File: config.mk
export PLATFORM = sky130hd
export DESIGN_NAME = sdram_write
export DESIGN_NICKNAME = d
export VERILOG_FILES = /design/src/rtl/sdram_pkg.sv /design/src/rtl/sdram_trig_sync.sv /design/src/rtl/sdram_write.sv
export SDC_FILE = /design/constraint.sdc
export NUM_CORES = 1
export LEC_CHECK = 0
export ABC_AREA = 0
export ABC_CLOCK_PERIOD_IN_PS = 4500
export BUFFER_PORTS_ARGS = -buffer_cell sky130_fd_sc_hd__buf_2
export CAP_MARGIN = 20
export CORE_MARGIN = 1.5
export CORE_UTILIZATION = 32
export CTS_CLUSTER_SIZE = 25
export DETAILED_ROUTE_END_ITERATION = 12
export MAX_ROUTING_LAYER = met4
export PLACE_DENSITY = 0.55
export SLEW_MARGIN = 0
export SYNTH_ARGS = -nofsm -noshare
export SYNTH_HDL_FRONTEND = slang
export SYNTH_HIERARCHICAL = 1
export SYNTH_SLANG_ARGS = --single-unit
File: constraint.sdc
create_clock -name sysclk_100M -period 4.5 [get_ports sysclk_100M]
set_input_delay 0.225 -clock sysclk_100M [delete_from_list [all_inputs] [get_ports sysclk_100M]]
set_output_delay 0.225 -clock sysclk_100M [all_outputs]
set_load 0.01 [all_outputs]
File: src/rtl/sdram_pkg.sv
// Shared SDRAM command encodings and address geometry for the read/write engines.
package sdram_pkg;

  localparam int unsigned ROW_W  = 13;
  localparam int unsigned COL_W  = 9;
  localparam int unsigned BANK_W = 2;

  // {CS_n, RAS_n, CAS_n, WE_n}
  typedef enum logic [3:0] {
    CMD_NOP    = 4'b0111,
    CMD_ACTIVE = 4'b0011,
    CMD_READ   = 4'b0101,
    CMD_WRITE  = 4'b0100,
    CMD_PRECH  = 4'b0010
  } sdram_cmd_t;

  localparam logic [ROW_W-1:0] A10_ALL = 13'h0400;

endpackage

File: src/rtl/sdram_trig_sync.sv
// Two-flop synchroniser plus edge register; rise is high for one cycle per rising edge of trig.
module sdram_trig_sync (
  input  logic clk,
  input  logic rst,
  input  logic trig,
  output logic rise
);

  logic [2:0] sync;

  always_ff @(posedge clk or posedge rst) begin
    if (rst) sync <= '0;
    else     sync <= {sync[1:0], trig};
  end

  assign rise = sync[1] & ~sync[2];

endmodule

File: src/rtl/sdram_write.sv
// SDRAM write-path engine: arbiter request, ACTIVE, BURSTS_PER_TRIG WRITE bursts, PRECHARGE.
// The {bank,row,col} address advances linearly across triggers and yields to refresh between bursts.
module sdram_write
  import sdram_pkg::*;
#(
  parameter int unsigned BURST_LEN       = 4,
  parameter int unsigned BURSTS_PER_TRIG = 2,
  parameter int unsigned T_RCD           = 2,
  parameter int unsigned T_WR            = 2,
  parameter int unsigned T_RP            = 2,
  parameter int unsigned DQ_W            = 16
) (
  input  logic              sysclk_100M,
  input  logic              rst,
  output logic [3:0]        cmd_reg,
  output logic [ROW_W-1:0]  sdram_addr,
  output logic [BANK_W-1:0] sdram_bank_addr,
  output logic [DQ_W-1:0]   sdram_dq,
  output logic              sdram_dq_oe,
  input  logic              refresh_req,
  output logic              arbit_write_req,
  input  logic              arbit_write_ack,
  output logic              arbit_write_end,
  input  logic              write_trig,
  output logic              wr_data_req,
  input  logic [DQ_W-1:0]   wr_data,
  output logic              write_end
);

  localparam int unsigned W_END = BURST_LEN + T_WR - 1;
  localparam int unsigned CNT_W = 8;
  localparam int unsigned BR_W  = BANK_W + ROW_W;

  typedef enum logic [2:0] {S_IDLE, S_REQ, S_ACT, S_WRITE, S_PRECH} state_t;

  state_t           state;
  logic [CNT_W-1:0] cnt;
  logic [CNT_W-1:0] burst_cnt;
  logic [BR_W-1:0]  bank_row;
  logic [COL_W-1:0] col;
  logic             row_end;
  logic             trig_rise;
  logic             done;

  sdram_trig_sync u_trig_sync (
    .clk  (sysclk_100M),
    .rst  (rst),
    .trig (write_trig),
    .rise (trig_rise)
  );

  always_comb begin
    wr_data_req = (state == S_WRITE) && (cnt < CNT_W'(BURST_LEN));
    done        = (burst_cnt == CNT_W'(BURSTS_PER_TRIG));
  end

  always_ff @(posedge sysclk_100M or posedge rst) begin
    if (rst) begin
      state           <= S_IDLE;
      cnt             <= '0;
      burst_cnt       <= '0;
      bank_row        <= '0;
      col             <= '0;
      row_end         <= 1'b0;
      cmd_reg         <= CMD_NOP;
      sdram_addr      <= A10_ALL;
      sdram_bank_addr <= '0;
      sdram_dq        <= '0;
      sdram_dq_oe     <= 1'b0;
      arbit_write_req <= 1'b0;
      arbit_write_end <= 1'b0;
      write_end       <= 1'b0;
    end else begin
      cmd_reg         <= CMD_NOP;
      sdram_addr      <= A10_ALL;
      sdram_dq_oe     <= 1'b0;
      arbit_write_end <= 1'b0;
      write_end       <= 1'b0;
      cnt             <= cnt + 1'b1;
      case (state)
        S_IDLE: begin
          cnt <= '0;
          if (trig_rise) begin
            state           <= S_REQ;
            arbit_write_req <= 1'b1;
          end
        end
        S_REQ: begin
          cnt <= '0;
          if (arbit_write_ack) begin
            state           <= S_ACT;
            arbit_write_req <= 1'b0;
            row_end         <= 1'b0;
          end
        end
        S_ACT: begin
          if (cnt == '0) begin
            cmd_reg                       <= CMD_ACTIVE;
            {sdram_bank_addr, sdram_addr} <= bank_row;
          end
          if (cnt == CNT_W'(T_RCD - 1)) begin
            state <= S_WRITE;
            cnt   <= '0;
          end
        end
        S_WRITE: begin
          if (wr_data_req) begin
            sdram_dq    <= wr_data;
            sdram_dq_oe <= 1'b1;
          end
          if (cnt == '0) begin
            cmd_reg         <= CMD_WRITE;
            sdram_addr      <= {{(ROW_W-COL_W){1'b0}}, col};
            sdram_bank_addr <= bank_row[BR_W-1 -: BANK_W];
          end
          // Column/burst bookkeeping lands before W_END, so the exit test sees the updated values.
          if (cnt == CNT_W'(BURST_LEN - 1)) begin
            col       <= col + COL_W'(BURST_LEN);
            burst_cnt <= burst_cnt + 1'b1;
            if (col == COL_W'((1 << COL_W) - BURST_LEN)) begin
              bank_row <= bank_row + 1'b1;
              row_end  <= 1'b1;
            end
          end
          if (cnt == CNT_W'(W_END)) begin
            cnt   <= '0;
            state <= (done || refresh_req || row_end) ? S_PRECH : S_WRITE;
          end
        end
        S_PRECH: begin
          if (cnt == '0) cmd_reg <= CMD_PRECH;
          if (cnt == CNT_W'(T_RP - 1)) begin
            cnt <= '0;
            if (done) begin
              state           <= S_IDLE;
              write_end       <= 1'b1;
              arbit_write_end <= 1'b1;
              burst_cnt       <= '0;
            end else if (refresh_req) begin
              state           <= S_REQ;
              arbit_write_end <= 1'b1;
              arbit_write_req <= 1'b1;
            end else begin
              state   <= S_ACT;
              row_end <= 1'b0;
            end
          end
        end
        default: state <= S_IDLE;
      endcase
    end
  end

endmodule
==> impl_metrics.env, run 1 <==
export IMPL_cp_cell_sequence="nor4_4 -> and3_1 -> buf_4 -> mux2_2"
export IMPL_track_usage_pct=13.4
export IMPL_synth_common_cells="dfrtp_1, xnor2_1, mux2_2, nor2_1, nand2_1"
export IMPL_yosysSeqAreaShare_pct=56.0
export IMPL_first_pass_iters=4
export IMPL_syn_nets=335
export IMPL_fmax_mhz=402
export IMPL_worstPathRequired_ps=4710
export IMPL_largest_reg_flops=16
export IMPL_fillCellCount=1099
export IMPL_cts_sinks=83
export IMPL_die_width_um=111
export IMPL_grt_max_degree=44
export IMPL_postCtsHoldBufs=2
export IMPL_clk_latency_ps=340
export IMPL_place_congestion=0.812
export IMPL_synthToLayoutAreaGrowth_pct=19.5
export IMPL_maxCapViolations=0
export IMPL_path_class="reg2reg"
export IMPL_cts_repair_resized=0
export IMPL_regArea_um2=2080
export IMPL_syn_area_per_cell_um2=12.1
export IMPL_cp_arrival_ps=2700
export IMPL_wl_per_cell_um=14.1
export IMPL_cts_root_buf="clkbuf_16"
export IMPL_synth_edf_count=0
export IMPL_path_delay_family="simple AND/OR/NAND/NOR gates"
export IMPL_ys_ff_latch=83
export IMPL_reg2reg_from="cnt[3]$_DFF_PP0_"
export IMPL_via_per_inst=4.72
export IMPL_synthMostInstantiatedCell="dfrtp_1"
export IMPL_regToRegEndpoint="sdram_dq[7]$_DFFE_PP0P_"
export IMPL_port_buffers=59
export IMPL_critPathCaptureType="register"
export IMPL_path_buf_inv=1
export IMPL_slew_limit_headroom_pct=50.7
export IMPL_cp_slowest_cell="nor4_4"
export IMPL_reg2reg_depth=4
export IMPL_pin_count=61
export IMPL_skew_ps=8.74
export IMPL_drcViolationCount=0
export IMPL_holdPathEnd="sdram_dq[14]$_DFFE_PP0P_"
export IMPL_rsz0062_at_grt="false"
export IMPL_p_per_area_nw_per_um2=575
export IMPL_num_vias=2428
export IMPL_rows=39
export IMPL_final_max_slew_violation_count=0
export IMPL_cts_tree="built"
export IMPL_r2r_slack_ps=2010
export IMPL_cts_buffers=9
export IMPL_cpPeakStageDelay_ps=620
export IMPL_cts_setup_buffers=0
export IMPL_min_path_type="in2reg"
export IMPL_synth_ff_type="dfrtp_1"
export IMPL_total_power_mw=2.55
export IMPL_biggestRegsByFlops="sdram_dq: 16 flops, bank_row: 15 flops, sdram_addr: 13 flops"
export IMPL_crit_start="cnt[3]$_DFF_PP0_"
export IMPL_finalCritPeriodShare_pct=55.3
export IMPL_grt_pass1_vias=2453
export IMPL_drive_above_1_share_pct=30.7
export IMPL_leakage_nw=2.08
export IMPL_ys_top_cells_by_area="dfrtp_1, xnor2_1, mux2_2"
export IMPL_vdd_drop_max_v=0.000456
export IMPL_largest_register="sdram_dq"
export IMPL_drtIter0Drc=121
export IMPL_start_kind="register"
export IMPL_die_h_um=111
export IMPL_syn_area_um2=3720
export IMPL_clk_pin_slew_worst_paths_ps=60
export IMPL_hp_start="wr_data[14]"
export IMPL_hold_violations=0
export IMPL_yosysUniqueCellTypes=53
export IMPL_multi_input_area_um2=1500
export IMPL_initial_core_util_pct=32.7
export IMPL_core_region_area_um2=11400
export IMPL_worst_hold_path_num_cells=2
export IMPL_overflow=0
export IMPL_antenna_left=0
export IMPL_dp_hpwl_mm=5.14
export IMPL_htreeDepth=3
export IMPL_worstPathMaxFanout=14
export IMPL_totalWireLength_mm=7.25
export IMPL_tns_ps=0
export IMPL_antenna_found_initial=0
export IMPL_layout_min_cycle_time_ps=2490
export IMPL_finalNetCount=394
export IMPL_clock_path_buffers=2
export IMPL_netlist_instances=307
export IMPL_status="complete, no violations"
export IMPL_dieArea_um2=12300
export IMPL_tightest_slew_ps=733
export IMPL_yosysWarnings=6
export IMPL_antenna_cells=0
export IMPL_setup_viol=0
export IMPL_yosysTopAreaCell="dfrtp_1"
export IMPL_synth_async_reset_ratio_pct=100
export IMPL_yosysTopAreaCellShare_pct=53.2
export IMPL_grt_pass1_wl_mm=12.7
[cell families after synthesis]
| logic type | Yosys count | share of synthesized area (%) |
|---|---|---|
| buffers and inverters | 25 | 3.70 |
| flip-flops | 83 | 56.0 |
| AND/OR/NAND/NOR | 106 | 16.7 |
| XOR/XNOR | 35 | 8.25 |
| adder cells (fa/ha/maj) | 7 | 2.36 |
| multiplexers | 24 | 7.37 |
| other | 1 | 0.101 |
| AO/OA/AOI/OAI | 26 | 5.55 |
[area by class of cell]
type / instances / share of cell area (%)
clock buffers: 12 / 6.00
flip-flops and latches: 83 / 46.9
multi-input cells: 199 / 33.7
clock inverters: 4 / 1.07
well taps: 143 / 4.03
repair buffers: 63 / 7.44
inverters: 10 / 0.873
[worst register-to-register path, delay by kind of cell, from the launching register on]
kind / cells / cell delay, ps
simple gates: 2 / 1240
mux: 1 / 370
buf+inv: 1 / 330
flops: 1 / 430
[layout by cell type, fill, tap and decap left out, types with 4 or more instances in the layout]
cell type,n
inv_1,9
and3_1,7
clkbuf_16,9
nor2_1,19
and2_1,7
a32o_1,6
and4_1,4
nor3_1,4
xnor2_1,28
mux2_2,19
ha_1,7
nand2_1,16
nand4_1,13
dfrtp_1,79
dfstp_2,4
xor2_1,7
o211ai_1,4
buf_2,59
nand3_1,15
[worst max path at each step]
stage	end	cells past startpoint
final	sdram_dq[7]$_DFFE_PP0P_	4
after global routing	sdram_dq[7]$_DFFE_PP0P_	4
after CTS	sdram_dq[7]$_DFFE_PP0P_	4
after detailed placement	sdram_dq[7]$_DFFE_PP0P_	4
after global placement	sdram_dq[7]$_DFFE_PP0P_	4
after floorplan	arbit_write_end$_DFF_PP0_	1
[per-layer routing]
metal	global-route usage, %	vias up	share of wire [%]
li1	-	1198	-
met1	19.1	1164	50
met2	18.0	56	44
met3	2.84	10	4.2
met4	6.32	0	2.1
met5	-	-	0
[where the power goes]
group          leakage, nW  switching, mW  internal (mW)
clock                0.155          0.281          0.473
sequential            1.08          0.139          0.909
combinational        0.848          0.396          0.356
[metrics by stage]
step / std cells / setup WS [ps] / cell area (um^2) / utilization (%) / hold slack, ps
finish: 514 / 2010 / 4440 / 39.1 / 118
CTS: 514 / 1990 / 4440 / 39.1 / 107
global route: 514 / 1830 / 4440 / 39.1 / 117
detailed placement: 496 / 2000 / 4110 / 36.1 / 119
global placement: 496 / 2090 / 4110 / 36.1 / 114
floorplan: 307 / 2230 / 3720 / - / -21.4
Power figures use the tool's default switching activity.
==> inputs of run 2 (changes only) <==
--- a/config.mk
+++ b/config.mk
@@ -6,7 +6,7 @@
 export NUM_CORES = 1
 export LEC_CHECK = 0
 export ABC_AREA = 0
-export ABC_CLOCK_PERIOD_IN_PS = 4500
+export ABC_CLOCK_PERIOD_IN_PS = 2300
 export BUFFER_PORTS_ARGS = -buffer_cell sky130_fd_sc_hd__buf_2
 export CAP_MARGIN = 20
 export CORE_MARGIN = 1.5
==> constraint.sdc (replaced) <==
create_clock -name sysclk_100M -period 2.3 [get_ports sysclk_100M]
set_input_delay 0.115 -clock sysclk_100M [delete_from_list [all_inputs] [get_ports sysclk_100M]]
set_output_delay 0.115 -clock sysclk_100M [all_outputs]
set_load 0.01 [all_outputs]
==> impl_metrics.env, run 2 (synthesized netlist as in run 1, its figures left out) <==
export IMPL_status="complete, no violations"
export IMPL_biggestRegsByFlops="sdram_dq: 16 flops, bank_row: 15 flops, sdram_addr: 13 flops"
export IMPL_rows=39
export IMPL_critPathCaptureType="primary output"
export IMPL_cts_buffers=9
export IMPL_mostFrequentLayoutCells="dfrtp_1, buf_2, xnor2_1, mux2_2, nor2_1"
export IMPL_finalCritPeriodShare_pct=88.2
export IMPL_place_congestion=0.776
export IMPL_track_usage_pct=13.6
export IMPL_clk_latency_ps=340
export IMPL_dpl_cell_area_um2=4220
export IMPL_synthToLayoutAreaGrowth_pct=24.1
export IMPL_dp_hpwl_mm=5.22
export IMPL_mostFrequentLayoutCell="dfrtp_1"
export IMPL_worstPathRequired_ps=2180
export IMPL_cpPeakStageDelay_ps=500
export IMPL_drcViolationCount=0
export IMPL_overflow=0
export IMPL_cts_tree="built"
export IMPL_fmax_mhz=493
export IMPL_initial_core_util_pct=32.7
export IMPL_path_class="reg2out"
export IMPL_final_max_slew_violation_count=0
export IMPL_die_width_um=111
export IMPL_num_vias=2598
export IMPL_min_path_type="in2reg"
export IMPL_largest_register="sdram_dq"
export IMPL_grt_pass1_vias=2595
export IMPL_cts_root_buf="clkbuf_16"
export IMPL_wl_per_cell_um=14.2
export IMPL_port_buffers=59
export IMPL_via_per_inst=4.90
export IMPL_total_power_mw=5.22
export IMPL_antenna_left=0
export IMPL_htreeDepth=3
export IMPL_drtIter0Drc=167
export IMPL_cts_sinks=83
export IMPL_grt_pass1_wl_mm=13.1
export IMPL_drive_above_1_share_pct=32.0
export IMPL_cp_arrival_ps=1910
export IMPL_first_pass_iters=4
export IMPL_cp_cell_sequence="and3b_1 -> and3_1 -> buf_12 -> buf_2"
export IMPL_path_delay_family="simple AND/OR/NAND/NOR gates"
export IMPL_start_kind="register"
export IMPL_p_per_area_nw_per_um2=1130
export IMPL_path_buf_inv=2
export IMPL_finalNetCount=410
export IMPL_layout_min_cycle_time_ps=2030
export IMPL_antenna_cells=0
export IMPL_pin_count=61
export IMPL_clock_path_buffers=2
export IMPL_vdd_drop_max_v=0.000530
export IMPL_grt_max_degree=39
export IMPL_clk_pin_slew_worst_paths_ps=60
export IMPL_dieArea_um2=12300
export IMPL_largest_reg_flops=16
export IMPL_tns_ps=0
export IMPL_hold_ws_ps=6.06
export IMPL_worstPathMaxFanout=25
export IMPL_core_region_area_um2=11400
export IMPL_rsz0062_at_grt="false"
export IMPL_maxCapViolations=0
export IMPL_leakage_nw=2.17
export IMPL_cp_slowest_cell="dfrtp_1"
export IMPL_fillCellCount=1084
export IMPL_die_h_um=111
export IMPL_fin_cells=530
export IMPL_hold_violations=0
export IMPL_cts_repair_resized=0
export IMPL_skew_ps=7.44
export IMPL_place_inst=507
export IMPL_totalWireLength_mm=7.50
export IMPL_finalInstanceArea_um2=4610
export IMPL_antenna_found_initial=0
export IMPL_setup_viol=0
==> run 2: cell count changes in the layout (fill, tap and decap cells not counted), moves of 2 or more <==
cell,change
clkbuf_8,-2
buf_4,+9
buf_12,+2
dlygate4sd3_1,+5
clkinv_2,-2
==> run 2: through the flow <==
| step | utilization (%) | setup slack (ps) |
|---|---|---|
| after floorplan | - | 140 |
| after global placement | 37.1 | 422 |
| after detailed placement | 37.1 | 409 |
| after CTS | 40.6 | 258 |
| after global routing | 40.6 | 174 |
| final | 40.6 | 272 |
==> run 2: layer usage <==
layer	up-vias	global-route usage, %	wire, um
met5	-	-	0
met2	67	20.4	3520
met3	8	4.65	401
li1	1221	-	-
met4	0	3.42	74
met1	1302	17.7	3510
==> run 2: path summary, 6_finish.rpt <==
| check | start | to | slack (ps) | cells past startpoint |
|---|---|---|---|---|
| worst max register to register | burst_cnt[0]$_DFFE_PP0P_ | burst_cnt[1]$_DFFE_PP0P_ | 400 | 6 |
| max in group asynchronous | rst | cmd_reg[1]$_DFF_PP1_ | 1300 | 4 |
| worst min register to register | u_trig_sync/sync[0]$_DFF_PP0_ | u_trig_sync/sync[1]$_DFF_PP0_ | 360 | 0 |
| worst max-delay path | state[2]$_DFFE_PP0P_ | wr_data_req | 270 | 4 |
| min in group asynchronous | rst | u_trig_sync/sync[2]$_DFF_PP0_ | 200 | 3 |
| worst min-delay path | wr_data[12] | sdram_dq[12]$_DFFE_PP0P_ | 6 | 2 |
==> run 2: timing repair <==
item                                   in CTS  in global routing
endpoints found under the hold margin      32                  0
buffers inserted                            0                  0
hold buffers                                7                  0
==> run 2: power breakdown <==
part           leakage (nW)  total, mW  internal (mW)  switching (mW)
Combinational         0.933       1.66          0.787           0.876
Clock                 0.152       1.58          0.985           0.593
Sequential             1.08       1.98           1.78           0.196
Total                  2.17       5.22           3.56            1.67
==> run 2: worst reg2reg max path, cell delays in order, from the launching register on <==
cell      delay [ps]
dfrtp_1          440
inv_1             80
ha_1             130
or3b_2           480
or2_2            330
o211ai_1         230
o31ai_2          100
==> run 2: area by class of cell <==
class / instances / area, um^2 / share of cell area [%]
clock buffer: 11 / 243 / 5.26
clock inverter: 5 / 83.8 / 1.82
inverter: 10 / 38.8 / 0.841
multi-input combinational: 199 / 1500 / 32.5
sequential: 83 / 2080 / 45.1
tap: 143 / 179 / 3.88
timing repair buffer: 79 / 488 / 10.6
==> inputs of run 3 (changes only) <==
==> constraint.sdc (replaced) <==
create_clock -name sysclk_100M -period 2.3 [get_ports sysclk_100M]
set_input_delay 0.345 -clock sysclk_100M [delete_from_list [all_inputs] [get_ports sysclk_100M]]
set_output_delay 0.345 -clock sysclk_100M [all_outputs]
set_load 0.01 [all_outputs]
==> impl_metrics.env, run 3 (synthesized netlist as in run 1, its figures left out) <==
export IMPL_status="complete, no violations"
export IMPL_worstPathRequired_ps=1960
export IMPL_place_congestion=0.821
export IMPL_largest_register="sdram_dq"
export IMPL_core_region_area_um2=11400
export IMPL_finalWorstSetupSlack_ps=132
export IMPL_via_per_inst=4.86
export IMPL_drcViolationCount=0
export IMPL_num_vias=2555
export IMPL_p_comb_share_pct=33.1
export IMPL_place_inst=509
export IMPL_grt_pass1_wl_mm=13.0
export IMPL_final_max_slew_violation_count=0
export IMPL_total_power_mw=4.99
export IMPL_tightest_slew_ps=634
export IMPL_pin_count=61
export IMPL_fin_cells=526
export IMPL_cpPeakStageDelay_ps=430
export IMPL_setup_viol=0
export IMPL_cts_root_buf="clkbuf_16"
export IMPL_cp_slowest_cell="dfrtp_1"
export IMPL_clk_latency_ps=340
export IMPL_cp_arrival_ps=1820
export IMPL_layout_min_cycle_time_ps=2170
export IMPL_dpl_cell_area_um2=4220
export IMPL_antenna_left=0
export IMPL_mostFrequentLayoutCells="dfrtp_1, buf_2, xnor2_1, mux2_2, nor2_1"
export IMPL_clk_pin_slew_worst_paths_ps=60
export IMPL_internal_power_mw=3.29
export IMPL_dieArea_um2=12300
export IMPL_cts_repair_resized=0
export IMPL_totalWireLength_mm=7.49
export IMPL_initial_core_util_pct=32.7
export IMPL_htreeDepth=3
export IMPL_cts_buffers=9
export IMPL_die_width_um=111
export IMPL_skew_ps=8.63
export IMPL_leakage_nw=2.12
export IMPL_hold_ws_ps=113
export IMPL_synthToLayoutAreaGrowth_pct=21.3
export IMPL_pwr_share_seq_pct=39.7
export IMPL_cp_cell_sequence="nor4_4 -> buf_4 -> and3_1 -> buf_4 -> buf_2"
export IMPL_cts_setup_buffers=0
export IMPL_rsz0062_at_grt="false"
export IMPL_die_h_um=111
export IMPL_p_per_area_nw_per_um2=1110
export IMPL_grt_max_degree=45
export IMPL_swShare_pct=34.0
export IMPL_path_class="reg2out"
export IMPL_worstPathMaxFanout=11
export IMPL_wl_per_cell_um=14.2
export IMPL_p_sw_mw=1.70
export IMPL_start_kind="register"
export IMPL_vdd_drop_max_v=0.000682
export IMPL_antenna_cells=0
export IMPL_largest_reg_flops=16
export IMPL_rows=39
export IMPL_clock_path_buffers=2
export IMPL_dp_hpwl_mm=5.19
export IMPL_antenna_found_initial=0
export IMPL_port_buffers=59
export IMPL_cts_tree="built"
export IMPL_drtIter0Drc=167
export IMPL_overflow=0
export IMPL_power_frac_clock_pct=27.2
export IMPL_min_path_type="in2reg"
export IMPL_fmax_mhz=461
export IMPL_cts_sinks=83
export IMPL_tns_ps=0
export IMPL_finalNetCount=406
export IMPL_finalCritPeriodShare_pct=94.2
export IMPL_slew_limit_headroom_pct=57.6
export IMPL_postCtsHoldBufs=1
export IMPL_maxCapViolations=0
export IMPL_pre_cts_slack_ps=441
export IMPL_first_pass_iters=4
export IMPL_fillCellCount=1140
export IMPL_biggestRegsByFlops="sdram_dq: 16 flops, bank_row: 15 flops, sdram_addr: 13 flops"
export IMPL_grt_pass1_vias=2504
export IMPL_track_usage_pct=13.7
export IMPL_finalInstanceArea_um2=4510
export IMPL_hold_violations=0
export IMPL_post_route_util_pct=39.7
export IMPL_drive_above_1_share_pct=32.9
export IMPL_crit_top_cell="buf_4"
export IMPL_critPathCaptureType="primary output"
export IMPL_mostFrequentLayoutCell="dfrtp_1"
run 3: changes by cell type in the layout (fill, tap and decap cells not counted), sizes merged:
cell	change
dlygate4sd3	-6
inv	+1
bufinv	-2
buf	+2
clkbuf	-1
clkinvlp	+2
run 3: worst paths after layout:
check	slack, ps	depth (start not counted)	to	startpoint
max in group asynchronous	980	4	sdram_addr[10]$_DFF_PP1_	rst
hold reg to reg	360	0	u_trig_sync/sync[1]$_DFF_PP0_	u_trig_sync/sync[0]$_DFF_PP0_
setup reg to reg	410	6	arbit_write_req$_DFFE_PP0P_	burst_cnt[0]$_DFFE_PP0P_
hold / removal	110	1	u_trig_sync/sync[0]$_DFF_PP0_	write_trig
min in group asynchronous	430	3	u_trig_sync/sync[0]$_DFF_PP0_	rst
setup / recovery	130	5	wr_data_req	cnt[3]$_DFF_PP0_
run 3: critical path, delay by kind of cell (launching register included):
kind	cells	cell delay (ps)
buf+inv	3	590
flops	1	430
simple gates	2	460
run 3: metal layers:
layer	track usage (%)	vias up	wire [um]
met3	4.37	12	403
met1	18.6	1243	3620
met4	5.13	0	127
met5	-	-	0
met2	19.0	80	3340
li1	-	1220	-
run 3: final cells by class:
type | instances | area, um^2 | area share, %
Sequential cell | 83 | 2080 | 46.2
Multi-Input combinational cell | 199 | 1500 | 33.2
Inverter | 10 | 41.3 | 0.916
Clock inverter | 6 | 48.8 | 1.08
Timing Repair Buffer | 75 | 430 | 9.55
Tap cell | 143 | 179 | 3.97
Clock buffer | 10 | 229 | 5.08
run 3: power groups by stage:
stage,Combinational [mW],Clock (mW),Sequential (mW)
after floorplan,1.11,0,2.07
after global placement,1.64,0,2.00
after detailed placement,1.66,0,2.01
after CTS,1.67,1.41,1.99
after global routing,1.82,1.48,2.02
final,1.65,1.36,1.98
